**config.mk**
```make
export PLATFORM = sky130hd
export DESIGN_NAME = oven_key_conditioner_flat
export DESIGN_NICKNAME = d
export VERILOG_FILES = /design/src/rtl/oven_key_conditioner_if.sv /design/src/rtl/oven_key_conditioner.sv /design/src/flat_wrapper.sv
export SDC_FILE = /design/constraint.sdc
export NUM_CORES = 1
export LEC_CHECK = 0
export ABC_AREA = 1
export BUFFER_PORTS_ARGS = -buffer_cell sky130_fd_sc_hd__buf_2
export CAP_MARGIN = 20
export CORE_MARGIN = 1.5
export CORE_UTILIZATION = 50
export CTS_CLUSTER_SIZE = 12
export DETAILED_ROUTE_END_ITERATION = 12
export HOLD_SLACK_MARGIN = 0.15
export PLACE_DENSITY = 0.66
export REMOVE_ABC_BUFFERS = 1
export SYNTH_ARGS = -nofsm -noshare
export SYNTH_HDL_FRONTEND = slang
export SYNTH_SLANG_ARGS = --single-unit
```
**constraint.sdc**
```tcl
create_clock -name clk -period 1.7 [get_ports clk]
set_input_delay 0.085 -clock clk [delete_from_list [all_inputs] [get_ports clk]]
set_output_delay 0.085 -clock clk [all_outputs]
set_load 0.005 [all_outputs]
```
**src/rtl/oven_key_conditioner_if.sv**
```systemverilog
// Key conditioner signal bundle: raw pads and acks in, conditioned key events out.
interface oven_key_conditioner_if #(
    parameter int N_KEYS = 4
);
    logic [N_KEYS-1:0] key_raw;
    logic [N_KEYS-1:0] key_ack;
    logic [N_KEYS-1:0] key_level;
    logic [N_KEYS-1:0] key_press;
    logic [N_KEYS-1:0] key_rpt;
    logic [N_KEYS-1:0] key_evt;
    logic [N_KEYS-1:0] key_ovf;

    // Consumer side: drives pads/acks, observes events.
    modport master (
        output key_raw, key_ack,
        input  key_level, key_press, key_rpt, key_evt, key_ovf
    );

    // Conditioner side.
    modport slave (
        input  key_raw, key_ack,
        output key_level, key_press, key_rpt, key_evt, key_ovf
    );
endinterface

```
**src/rtl/oven_key_conditioner.sv**
```systemverilog
// Oven keypad conditioner: per-key synchronizer, debouncer, press detector,
// auto-repeat FSM and sticky event/overflow flags for slow consumers.
module oven_key_conditioner #(
    parameter int                N_KEYS          = 4,
    parameter int                DEBOUNCE_CYCLES = 1000000,
    parameter int                REPEAT_DELAY    = 25000000,
    parameter int                REPEAT_RATE     = 5000000,
    parameter logic [N_KEYS-1:0] REPEAT_EN       = '1,
    parameter bit                KEY_ACTIVE_LOW  = 1'b1
) (
    input  logic                  clk,
    input  logic                  rst,
    oven_key_conditioner_if.slave key_if
);

    // Debounce counter only needs to reach DEBOUNCE_CYCLES-1.
    localparam int DB_W = $clog2(DEBOUNCE_CYCLES);
    localparam logic [DB_W-1:0] DB_LAST = DB_W'(DEBOUNCE_CYCLES - 1);

    // Repeat counter holds the larger of the two reload values.
    localparam int RP_MAX = (REPEAT_DELAY > REPEAT_RATE) ? REPEAT_DELAY : REPEAT_RATE;
    localparam int RP_W   = $clog2(RP_MAX + 1);
    localparam logic [RP_W-1:0] RP_DELAY_LD = RP_W'(REPEAT_DELAY);
    localparam logic [RP_W-1:0] RP_RATE_LD  = RP_W'(REPEAT_RATE);
    localparam logic [RP_W-1:0] RP_ONE      = RP_W'(1);

    typedef enum logic [1:0] {
        RPT_IDLE   = 2'd0,
        RPT_DELAY  = 2'd1,
        RPT_REPEAT = 2'd2
    } rpt_state_e;

    logic [N_KEYS-1:0] level_vec;
    logic [N_KEYS-1:0] press_vec;
    logic [N_KEYS-1:0] rpt_vec;
    logic [N_KEYS-1:0] evt_vec;
    logic [N_KEYS-1:0] ovf_vec;

    for (genvar gi = 0; gi < N_KEYS; gi++) begin : g_key
        logic            pressed_raw;
        logic            sync1_q, sync2_q, smp_q;
        logic [DB_W-1:0] db_cnt_q, db_cnt_d;
        logic            level_q, level_d;
        logic            press_q, press_d;
        rpt_state_e      state_q, state_d;
        logic [RP_W-1:0] rp_cnt_q, rp_cnt_d;
        logic            rpt_q, rpt_d;
        logic            evt_q, evt_d;
        logic            ovf_q, ovf_d;
        logic            event_w;
        logic            ack_w;

        // Normalise polarity ahead of the synchronizer (a constant inversion),
        // so a reset synchronizer reads "not pressed".
        assign pressed_raw = key_if.key_raw[gi] ^ KEY_ACTIVE_LOW;
        assign event_w     = press_q | rpt_q;
        assign ack_w       = key_if.key_ack[gi];

        // Debounce: count cycles of disagreement, toggle level once stable long enough.
        always_comb begin
            db_cnt_d = '0;
            level_d  = level_q;
            press_d  = 1'b0;
            if (smp_q != level_q) begin
                if (db_cnt_q == DB_LAST) begin
                    level_d = ~level_q;
                    press_d = ~level_q;
                end else begin
                    db_cnt_d = db_cnt_q + 1'b1;
                end
            end
        end

        // Repeat FSM: armed on the edge that raises key_press, counter expires at 1.
        always_comb begin
            state_d  = state_q;
            rp_cnt_d = rp_cnt_q;
            rpt_d    = 1'b0;
            case (state_q)
                RPT_IDLE: begin
                    rp_cnt_d = '0;
                    if (press_d && REPEAT_EN[gi]) begin
                        state_d  = RPT_DELAY;
                        rp_cnt_d = RP_DELAY_LD;
                    end
                end
                RPT_DELAY, RPT_REPEAT: begin
                    if (!level_q) begin
                        state_d  = RPT_IDLE;
                        rp_cnt_d = '0;
                    end else if (rp_cnt_q == RP_ONE) begin
                        rpt_d    = 1'b1;
                        state_d  = RPT_REPEAT;
                        rp_cnt_d = RP_RATE_LD;
                    end else begin
                        rp_cnt_d = rp_cnt_q - 1'b1;
                    end
                end
                default: begin
                    state_d  = RPT_IDLE;
                    rp_cnt_d = '0;
                end
            endcase
        end

        // Sticky flags: a new event always wins over a same-cycle ack.
        always_comb begin
            evt_d = event_w | (evt_q & ~ack_w);
            ovf_d = (event_w & evt_q & ~ack_w) | (ovf_q & ~ack_w);
        end

        // All per-key state registers.
        always_ff @(posedge clk) begin
            if (rst) begin
                sync1_q  <= 1'b0;
                sync2_q  <= 1'b0;
                smp_q    <= 1'b0;
                db_cnt_q <= '0;
                level_q  <= 1'b0;
                press_q  <= 1'b0;
                state_q  <= RPT_IDLE;
                rp_cnt_q <= '0;
                rpt_q    <= 1'b0;
                evt_q    <= 1'b0;
                ovf_q    <= 1'b0;
            end else begin
                sync1_q  <= pressed_raw;
                sync2_q  <= sync1_q;
                smp_q    <= sync2_q;
                db_cnt_q <= db_cnt_d;
                level_q  <= level_d;
                press_q  <= press_d;
                state_q  <= state_d;
                rp_cnt_q <= rp_cnt_d;
                rpt_q    <= rpt_d;
                evt_q    <= evt_d;
                ovf_q    <= ovf_d;
            end
        end

        assign level_vec[gi] = level_q;
        assign press_vec[gi] = press_q;
        assign rpt_vec[gi]   = rpt_q;
        assign evt_vec[gi]   = evt_q;
        assign ovf_vec[gi]   = ovf_q;
    end

    assign key_if.key_level = level_vec;
    assign key_if.key_press = press_vec;
    assign key_if.key_rpt   = rpt_vec;
    assign key_if.key_evt   = evt_vec;
    assign key_if.key_ovf   = ovf_vec;

endmodule

```
**src/flat_wrapper.sv**
```systemverilog
// flat-port wrapper written by rule: the top's interface ports become plain ports
module oven_key_conditioner_flat 
#(
    parameter int                N_KEYS          = 4,
    parameter int                DEBOUNCE_CYCLES = 1000000,
    parameter int                REPEAT_DELAY    = 25000000,
    parameter int                REPEAT_RATE     = 5000000,
    parameter logic [N_KEYS-1:0] REPEAT_EN       = '1,
    parameter bit                KEY_ACTIVE_LOW  = 1'b1
)
  (clk, rst, key_if_key_raw, key_if_key_ack, key_if_key_level, key_if_key_press, key_if_key_rpt, key_if_key_evt, key_if_key_ovf);
  oven_key_conditioner_if #(.N_KEYS(N_KEYS)) key_if_i ();
  input  logic clk;
  input  logic rst;
  input wire logic [$bits(key_if_i.key_raw)-1:0] key_if_key_raw;
  input wire logic [$bits(key_if_i.key_ack)-1:0] key_if_key_ack;
  output wire logic [$bits(key_if_i.key_level)-1:0] key_if_key_level;
  output wire logic [$bits(key_if_i.key_press)-1:0] key_if_key_press;
  output wire logic [$bits(key_if_i.key_rpt)-1:0] key_if_key_rpt;
  output wire logic [$bits(key_if_i.key_evt)-1:0] key_if_key_evt;
  output wire logic [$bits(key_if_i.key_ovf)-1:0] key_if_key_ovf;
  assign key_if_i.key_raw = key_if_key_raw;
  assign key_if_i.key_ack = key_if_key_ack;
  assign key_if_key_level = key_if_i.key_level;
  assign key_if_key_press = key_if_i.key_press;
  assign key_if_key_rpt = key_if_i.key_rpt;
  assign key_if_key_evt = key_if_i.key_evt;
  assign key_if_key_ovf = key_if_i.key_ovf;
  oven_key_conditioner #(.N_KEYS(N_KEYS), .DEBOUNCE_CYCLES(DEBOUNCE_CYCLES), .REPEAT_DELAY(REPEAT_DELAY), .REPEAT_RATE(REPEAT_RATE), .REPEAT_EN(REPEAT_EN), .KEY_ACTIVE_LOW(KEY_ACTIVE_LOW)) u_core (.clk(clk), .rst(rst), .key_if(key_if_i));
endmodule
```
==> results.md, run 1 <==
- Reg power frac: 0.488
- Synth top cells by count: nand2_1 (353), nor2_1 (258), dfxtp_1 (220)
- Placed cells: 1895
- TritonCTS clock tree: done
- Routed Antenna Nets: 0
- Max incr delay on CP: 370 ps
- Pleak: 6.27 nW
- Logic pwr share: 0.013
- Clock transition at path regs: 60 ps
- Critical Path, Cell by Cell: ha_4 > nand2_2 > nor2_4 > nand2_4 > nor2_4 > and3_4 > nor2_2 > nand2_4 > clkbuf_16 > nor3_2
- I/O pin count: 30
- Worst Hold Class: in2reg
- Worst Hold Slack: 255 ps
- Final wirelength: 22900 um
- Fillcell total: 2025
- First-pass GRT wire length: 39400 um
- Row Count: 54
- Top FF cell, synth: dfxtp_1
- Die span in y: 153 um
- Number of max-cap violations: 0
- Top post-synthesis cells by area: dfxtp_1 (39%), nand2_1 (12%), nor2_1 (8.6%)
- FF-to-FF End: u_core.g_key[3].db_cnt_q[12]$_SDFF_PP0_
- DIE WIDTH: 153 um
- Yosys top cell area share: 0.393
- Total track usage: 0.193
- Clock buffer depth: 3
- Power Total: 10.6 mW
- Slew @ Worst Pin: 527 ps
- Critical path's top delay family: simple AND/OR/NAND/NOR gates
- Hold Fails Final Rpt: 0
- Worst EP arrival: 2020 ps
- Worst skew pair latency: 510 ps
- Asr flop ratio synth: 0
- Total gr overflow: 0
- P_int: 8.51 mW
- DR vias/cell: 4.92
- Sequential cell area: 0.00441 mm2
- Fin Clk Skew: 7.65 ps
- Crit path capture type: flip-flop
- Sequential share of the synthesized area: 0.393
- Drt wl/cell: 11.7 um
- Dpl hpwl: 16400 um
- H-Tree Depth: 1
- M1 wire length: 11100 um
- Largest net degree at the start of global routing: 21
- Power Density: 818 mW/mm2
- CTS Sinks: 220
- Met2 WL: 10500 um
- Vias: 9625
- Met3 routed WL: 915 um
- FF-to-FF Start: u_core.g_key[3].db_cnt_q[0]$_SDFF_PP0_
- Worst Path Max Fanout: 5
- CP Buf/Inv Count: 1
- Initial core utilization: 0.512
- # nets final: 1695
- Switch share: 0.198
- Crit path from: u_core.g_key[3].db_cnt_q[0]$_SDFF_PP0_
- Post-synth cell types: 47
- Core area: 0.0219 mm2
- Status: finished clean
- P_sw: 2.09 mW
- Uppermost layer routed: met4
- Fin cells: 1957
- Slowest CP cell: dfxtp_1
- IO buf count: 29
- Leading area contributor after synthesis: dfxtp_1
- CP Launch Type: flip-flop
- Peak VDD IR: 775 uV
- Max frequency: 616 MHz
- Area delta synth->final: 15.6%
- Hold Path Origin: key_if_key_raw[3]
- Slew headroom: 0.647
- Initial antenna violation count: 0
- Cts bufs inserted: 25
- Minimum clock period after layout: 1620 ps
- Die Area: 0.0233 mm2
- Hold Path Sink: u_core.g_key[3].sync1_q$_SDFF_PP0_
- Drt first-iter violations: 408
- Vias in the first global route: 9021
- Count leader, synth: nand2_1
- Tcrit/Tclk final: 0.956
- Area of the multi-input gates: 0.00592 mm2
- RD Place Congestion: 0.858
- Count of final setup violators: 0
- Layout cell share with drive strength beyond 1: 0.161
- # DRC: 0
- Worst Path Required: 2100 ps
- Mapped cell area: 0.0112 mm2
- Yosys reg bits: 220
- Mapped Cells: 1594
- Clock Power Share: 0.499
- DRT Pass-1 Iters: 5
- Post-synthesis average cell area: 7.04 um2
- Diode count: 0
- Reg-to-reg slack, setup: 80 ps
- Clock Root Buffer: clkbuf_16
- FF-to-FF path depth: 10
- Synth warn: 0
- Critical Setup Path Class: reg2reg
- Max Slew Vio Count: 0
- Hold path depth: 3
- Post-synth EDFFs: 0
[logic make-up (layout without fill, tap and decap cells)]
group / Yosys count / in the layout / share of synthesized area
AND/OR/NAND/NOR: 906 / 906 / 0.374
buffers and inverters: 251 / 334 / 0.0959
flip-flops: 220 / 220 / 0.393
AO/OA/AOI/OAI: 126 / 126 / 0.0592
XOR/XNOR: 69 / 69 / 0.0539
adder cells (fa/ha/maj): 22 / 22 / 0.0245
[sequential cells by signal, summed over array words and instances (netlist names)]
signal	flops
u_core.g_key.rp_cnt_q	100
u_core.g_key.smp_q	4
u_core.g_key.sync2_q	4
u_core.g_key.level_q	4
u_core.g_key.db_cnt_q	80
u_core.g_key.ovf_q	4
u_core.g_key.press_q	4
u_core.g_key.rpt_q	4
u_core.g_key.state_q	8
u_core.g_key.sync1_q	4
u_core.g_key.evt_q	4
[how the worst max path moves through the flow]
stage                                               to  slack, ps  depth (start not counted)
4_1_cts        u_core.g_key[3].db_cnt_q[15]$_SDFF_PP0_         20                         10
6_report       u_core.g_key[3].db_cnt_q[12]$_SDFF_PP0_         80                         10
5_1_grt        u_core.g_key[1].db_cnt_q[15]$_SDFF_PP0_        -40                          8
2_1_floorplan  u_core.g_key[3].db_cnt_q[13]$_SDFF_PP0_       -0.2                          9
3_5_place_dp   u_core.g_key[3].rp_cnt_q[11]$_SDFF_PP0_         30                          8
3_3_place_gp   u_core.g_key[3].rp_cnt_q[12]$_SDFF_PP0_         80                          8
[layout by cell type (no fill, tap or decap), types with 6 or more instances in the layout]
master	n
nor2_1	249
inv_1	181
nor2_2	40
nand2_1	344
dlygate4sd3_1	11
or2_2	14
or2_0	6
buf_2	29
nand2_4	7
o21ai_1	8
nor3_1	43
nand3_2	6
nand4_1	26
nor3_2	12
dfxtp_1	215
clkbuf_16	28
nor2_4	19
nand3_1	91
clkbuf_8	7
nor3b_1	6
nand2_2	14
buf_4	36
ha_1	19
inv_2	24
a21oi_1	58
xor2_1	49
nand3b_1	10
o21ai_0	45
xnor2_1	20
[through the flow]
stage / TNS [ps] / setup WS, ps / area, um2 / utilization
floorplan: -0.248 / -0.248 / 10900 / -
global placement: 0 / 83.2 / 11700 / 0.536
detailed placement: 0 / 25.3 / 11700 / 0.536
CTS: 0 / 15.2 / 12700 / 0.578
global route: -293 / -37.1 / 13000 / 0.592
finish: 0 / 75.6 / 13000 / 0.592
[area by class of cell]
type                            instances  share of cell area
Clock buffer                           37              0.0571
Clock inverter                          4             0.00540
Tap cell                              280              0.0270
Inverter                              208              0.0606
Timing Repair Buffer                   85              0.0535
Multi-Input combinational cell       1123               0.456
Sequential cell                       220               0.340
[what timing repair did]
action                                 in CTS  in global routing
endpoints found under the hold margin      20                  0
resized for setup                           1                 50
setup endpoints to repair                   2                105
pin swaps                                   0                  9
hold buffers                               11                  0
buffers inserted                            0                  5
gates cloned                                0                  5
[routing by layer]
layer,vias up,track usage
met1,4334,0.255
met2,131,0.328
met3,37,0.0330
met4,0,0.0476
met5,-,0
li1,5123,-
[worst register-to-register path: stages (launching register included)]
cell       delay (ps)
dfxtp_1           370
ha_4              160
nand2_2            70
nor2_4            140
nand2_4            90
nor2_4            110
and3_4            210
nor2_2             60
nand2_4           110
clkbuf_16         160
nor3_2             40
[power groups by stage]
stage / clock network [mW] / registers (mW) / logic, mW
6_report: 5.29 / 5.18 / 0.134
4_1_cts: 5.44 / 5.18 / 0.125
5_1_grt: 5.66 / 5.18 / 0.147
3_5_place_dp: 0 / 5.29 / 0.105
2_1_floorplan: 0 / 5.29 / 0.0472
3_3_place_gp: 0 / 5.29 / 0.102
Power figures use the tool's default switching activity.
==> run 2, diff against run 1 <==
CAP_MARGIN = 15   (was 20)
RECOVER_POWER = 50   (was unset)
==> run 2 against run 1 <==
Against the previous run:
- clock power about the same
- sequential share of layout area about the same
- combinational power about the same
- first-iteration DRC count increased by 5.9%
- fmax about the same
- die area unchanged
- power about the same
- count of clock-buffer cells in the layout unchanged
- non-clock buffer count unchanged
- clock skew about the same
- global-route usage unchanged
- largest cell class unchanged
==> results.md, run 2 (synthesis gave the netlist of run 1 again) <==
- Initial core utilization: 0.512 (unchanged)
- Fillcell total: 2029 (+0.20%)
- Clock transition at path regs: 60 ps (about the same)
- FF-to-FF path depth: 10 (unchanged)
- Slowest CP cell: dfxtp_1
- Count of final setup violators: 0 (unchanged)
- Worst Path Max Fanout: 5 (unchanged)
- Layout cell share with drive strength beyond 1: 0.157 (-0.00358)
- Core area: 0.0219 mm2 (unchanged)
- Hold Fails Final Rpt: 0 (unchanged)
- Clock buffer depth: 3 (unchanged)
- Worst EP arrival: 2020 ps (about the same)
- Die span in y: 153 um (unchanged)
- First-pass GRT wire length: 39400 um (unchanged)
- Clock Root Buffer: clkbuf_16
- Minimum clock period after layout: 1620 ps (-0.208 ps)
- CTS Sinks: 220 (unchanged)
- Total gr overflow: 0 (unchanged)
- Worst Path Required: 2100 ps (about the same)
- Crit path capture type: flip-flop
- Total track usage: 0.193 (unchanged)
- Largest register FFs: 100 (unchanged)
- DR vias/cell: 4.92 (about the same)
- Die Area: 0.0233 mm2 (unchanged)
- Row Count: 54 (unchanged)
- Vias: 9632 (+0.073%)
- Vias in the first global route: 9021 (unchanged)
- Routed Antenna Nets: 0 (unchanged)
- Cts bufs inserted: 25 (unchanged)
- Most frequent cells in the layout: nand2_1 (344), nor2_1 (249), dfxtp_1 (215), inv_1 (181), nand3_1 (91)
- Design Area, Final: 0.0130 mm2 (about the same)
- RD Place Congestion: 0.858 (unchanged)
- Final wirelength: 22900 um (about the same)
- Peak VDD IR: 775 uV (about the same)
- Number of max-cap violations: 0 (unchanged)
- TritonCTS clock tree: done
- Slew @ Worst Pin: 526 ps (-0.424 ps)
- Initial antenna violation count: 0 (unchanged)
- Status: finished clean
- DRT Pass-1 Iters: 5 (unchanged)
- Largest registers: u_core.g_key.rp_cnt_q x100, u_core.g_key.db_cnt_q x80, u_core.g_key.state_q x8
- Diode count: 0 (unchanged)
- Fin Clk Skew: 7.59 ps (-0.0587 ps)
- Largest net degree at the start of global routing: 21 (unchanged)
- IO buf count: 29 (unchanged)
- Reg with most FFs: u_core.g_key.rp_cnt_q
- Critical Path, Cell by Cell: ha_4 > nand2_2 > nor2_4 > nand2_4 > nor2_4 > and3_4 > nor2_2 > nand2_4 > clkbuf_16 > nor3_2
- CP Launch Type: flip-flop
- Max frequency: 616 MHz (about the same)
- Crit path depth: 10 (unchanged)
- Hold path depth: 3 (unchanged)
- # nets final: 1695 (unchanged)
- Power Total: 10.6 mW (about the same)
- H-Tree Depth: 1 (unchanged)
- # DRC: 0 (unchanged)
- Pleak: 6.24 nW (-0.41%)
- DP Area: 0.0117 mm2 (unchanged)
- Power Density: 818 mW/mm2 (about the same)
- Drt first-iter violations: 432 (+5.9%)
- Critical path's top delay family: simple AND/OR/NAND/NOR gates
- Most common cell after layout, fill and taps aside: nand2_1
- CP Buf/Inv Count: 1 (unchanged)
- Slew headroom: 0.648 (about the same)
- Area delta synth->final: 15.5% (about the same)
- Worst Hold Class: in2reg
- Max Slew Vio Count: 0 (unchanged)
- Placed cells: 1895 (unchanged)
- Total negative setup slack: 0 ps (unchanged)
- Drt wl/cell: 11.7 um (about the same)
- Dpl hpwl: 16400 um (unchanged)
- Worst skew pair latency: 510 ps (about the same)
- Critical Setup Path Class: reg2reg
- Fin cells: 1957 (unchanged)
- Tcrit/Tclk final: 0.955 (about the same)
- Max incr delay on CP: 370 ps (about the same)
- DIE WIDTH: 153 um (unchanged)
- I/O pin count: 30 (unchanged)
-- run 2: path summary, 6_finish.rpt --
check | from | slack (ps) | endpoint
setup reg to reg | u_core.g_key[3].db_cnt_q[0]$_SDFF_PP0_ | 80 | u_core.g_key[3].db_cnt_q[12]$_SDFF_PP0_
hold / removal | key_if_key_raw[3] | 260 | u_core.g_key[3].sync1_q$_SDFF_PP0_
setup / recovery | u_core.g_key[3].db_cnt_q[0]$_SDFF_PP0_ | 80 | u_core.g_key[3].db_cnt_q[12]$_SDFF_PP0_
hold reg to reg | u_core.g_key[1].sync1_q$_SDFF_PP0_ | 400 | u_core.g_key[1].sync2_q$_SDFF_PP0_
-- run 2: cell type report --
cell class	count	area, um2	share of cell area
multi-input combinational	1123	5920	0.457
sequential	220	4410	0.340
inverter	208	786	0.0606
clock buffer	37	741	0.0572
timing repair buffer	85	684	0.0528
tap	280	350	0.0270
clock inverter	4	70.1	0.00541
-- run 2: routing by layer --
metal / global-route usage / wire, um / vias up
met3: 0.0330 / 931 / 37
li1: - / - / 5122
met5: 0 / 0 / -
met2: 0.328 / 10500 / 134
met4: 0.0476 / 432 / 0
met1: 0.255 / 11100 / 4339
-- run 2: what timing repair did --
item,4_1_cts,5_1_grt
buffers inserted,0,5
resized for setup,1,50
endpoints found under the setup margin,2,105
hold buffers,11,0
pin swaps,0,9
hold endpoints to repair,20,0
gates cloned,0,5
-- run 2: worst min-delay path, cell delays in order --
cell and delay, ps:
dlygate4sd3_1 520, buf_2 90, nor2_1 30
-- run 2: stage by stage --
stage           util  hold slack, ps  setup slack (ps)
2_1_floorplan      -             152            -0.248
3_3_place_gp   0.536             237              83.2
3_5_place_dp   0.536             239              25.3
4_1_cts        0.578             231              15.2
5_1_grt        0.592             256             -37.1
6_report       0.592             255              75.8
-- run 2: where the power goes --
| part | switching [mW] | total, mW | internal, mW |
|---|---|---|---|
| clock | 2.01 | 5.29 | 3.28 |
| combinational | 0.0726 | 0.133 | 0.0603 |
| sequential | 0.00735 | 5.18 | 5.17 |
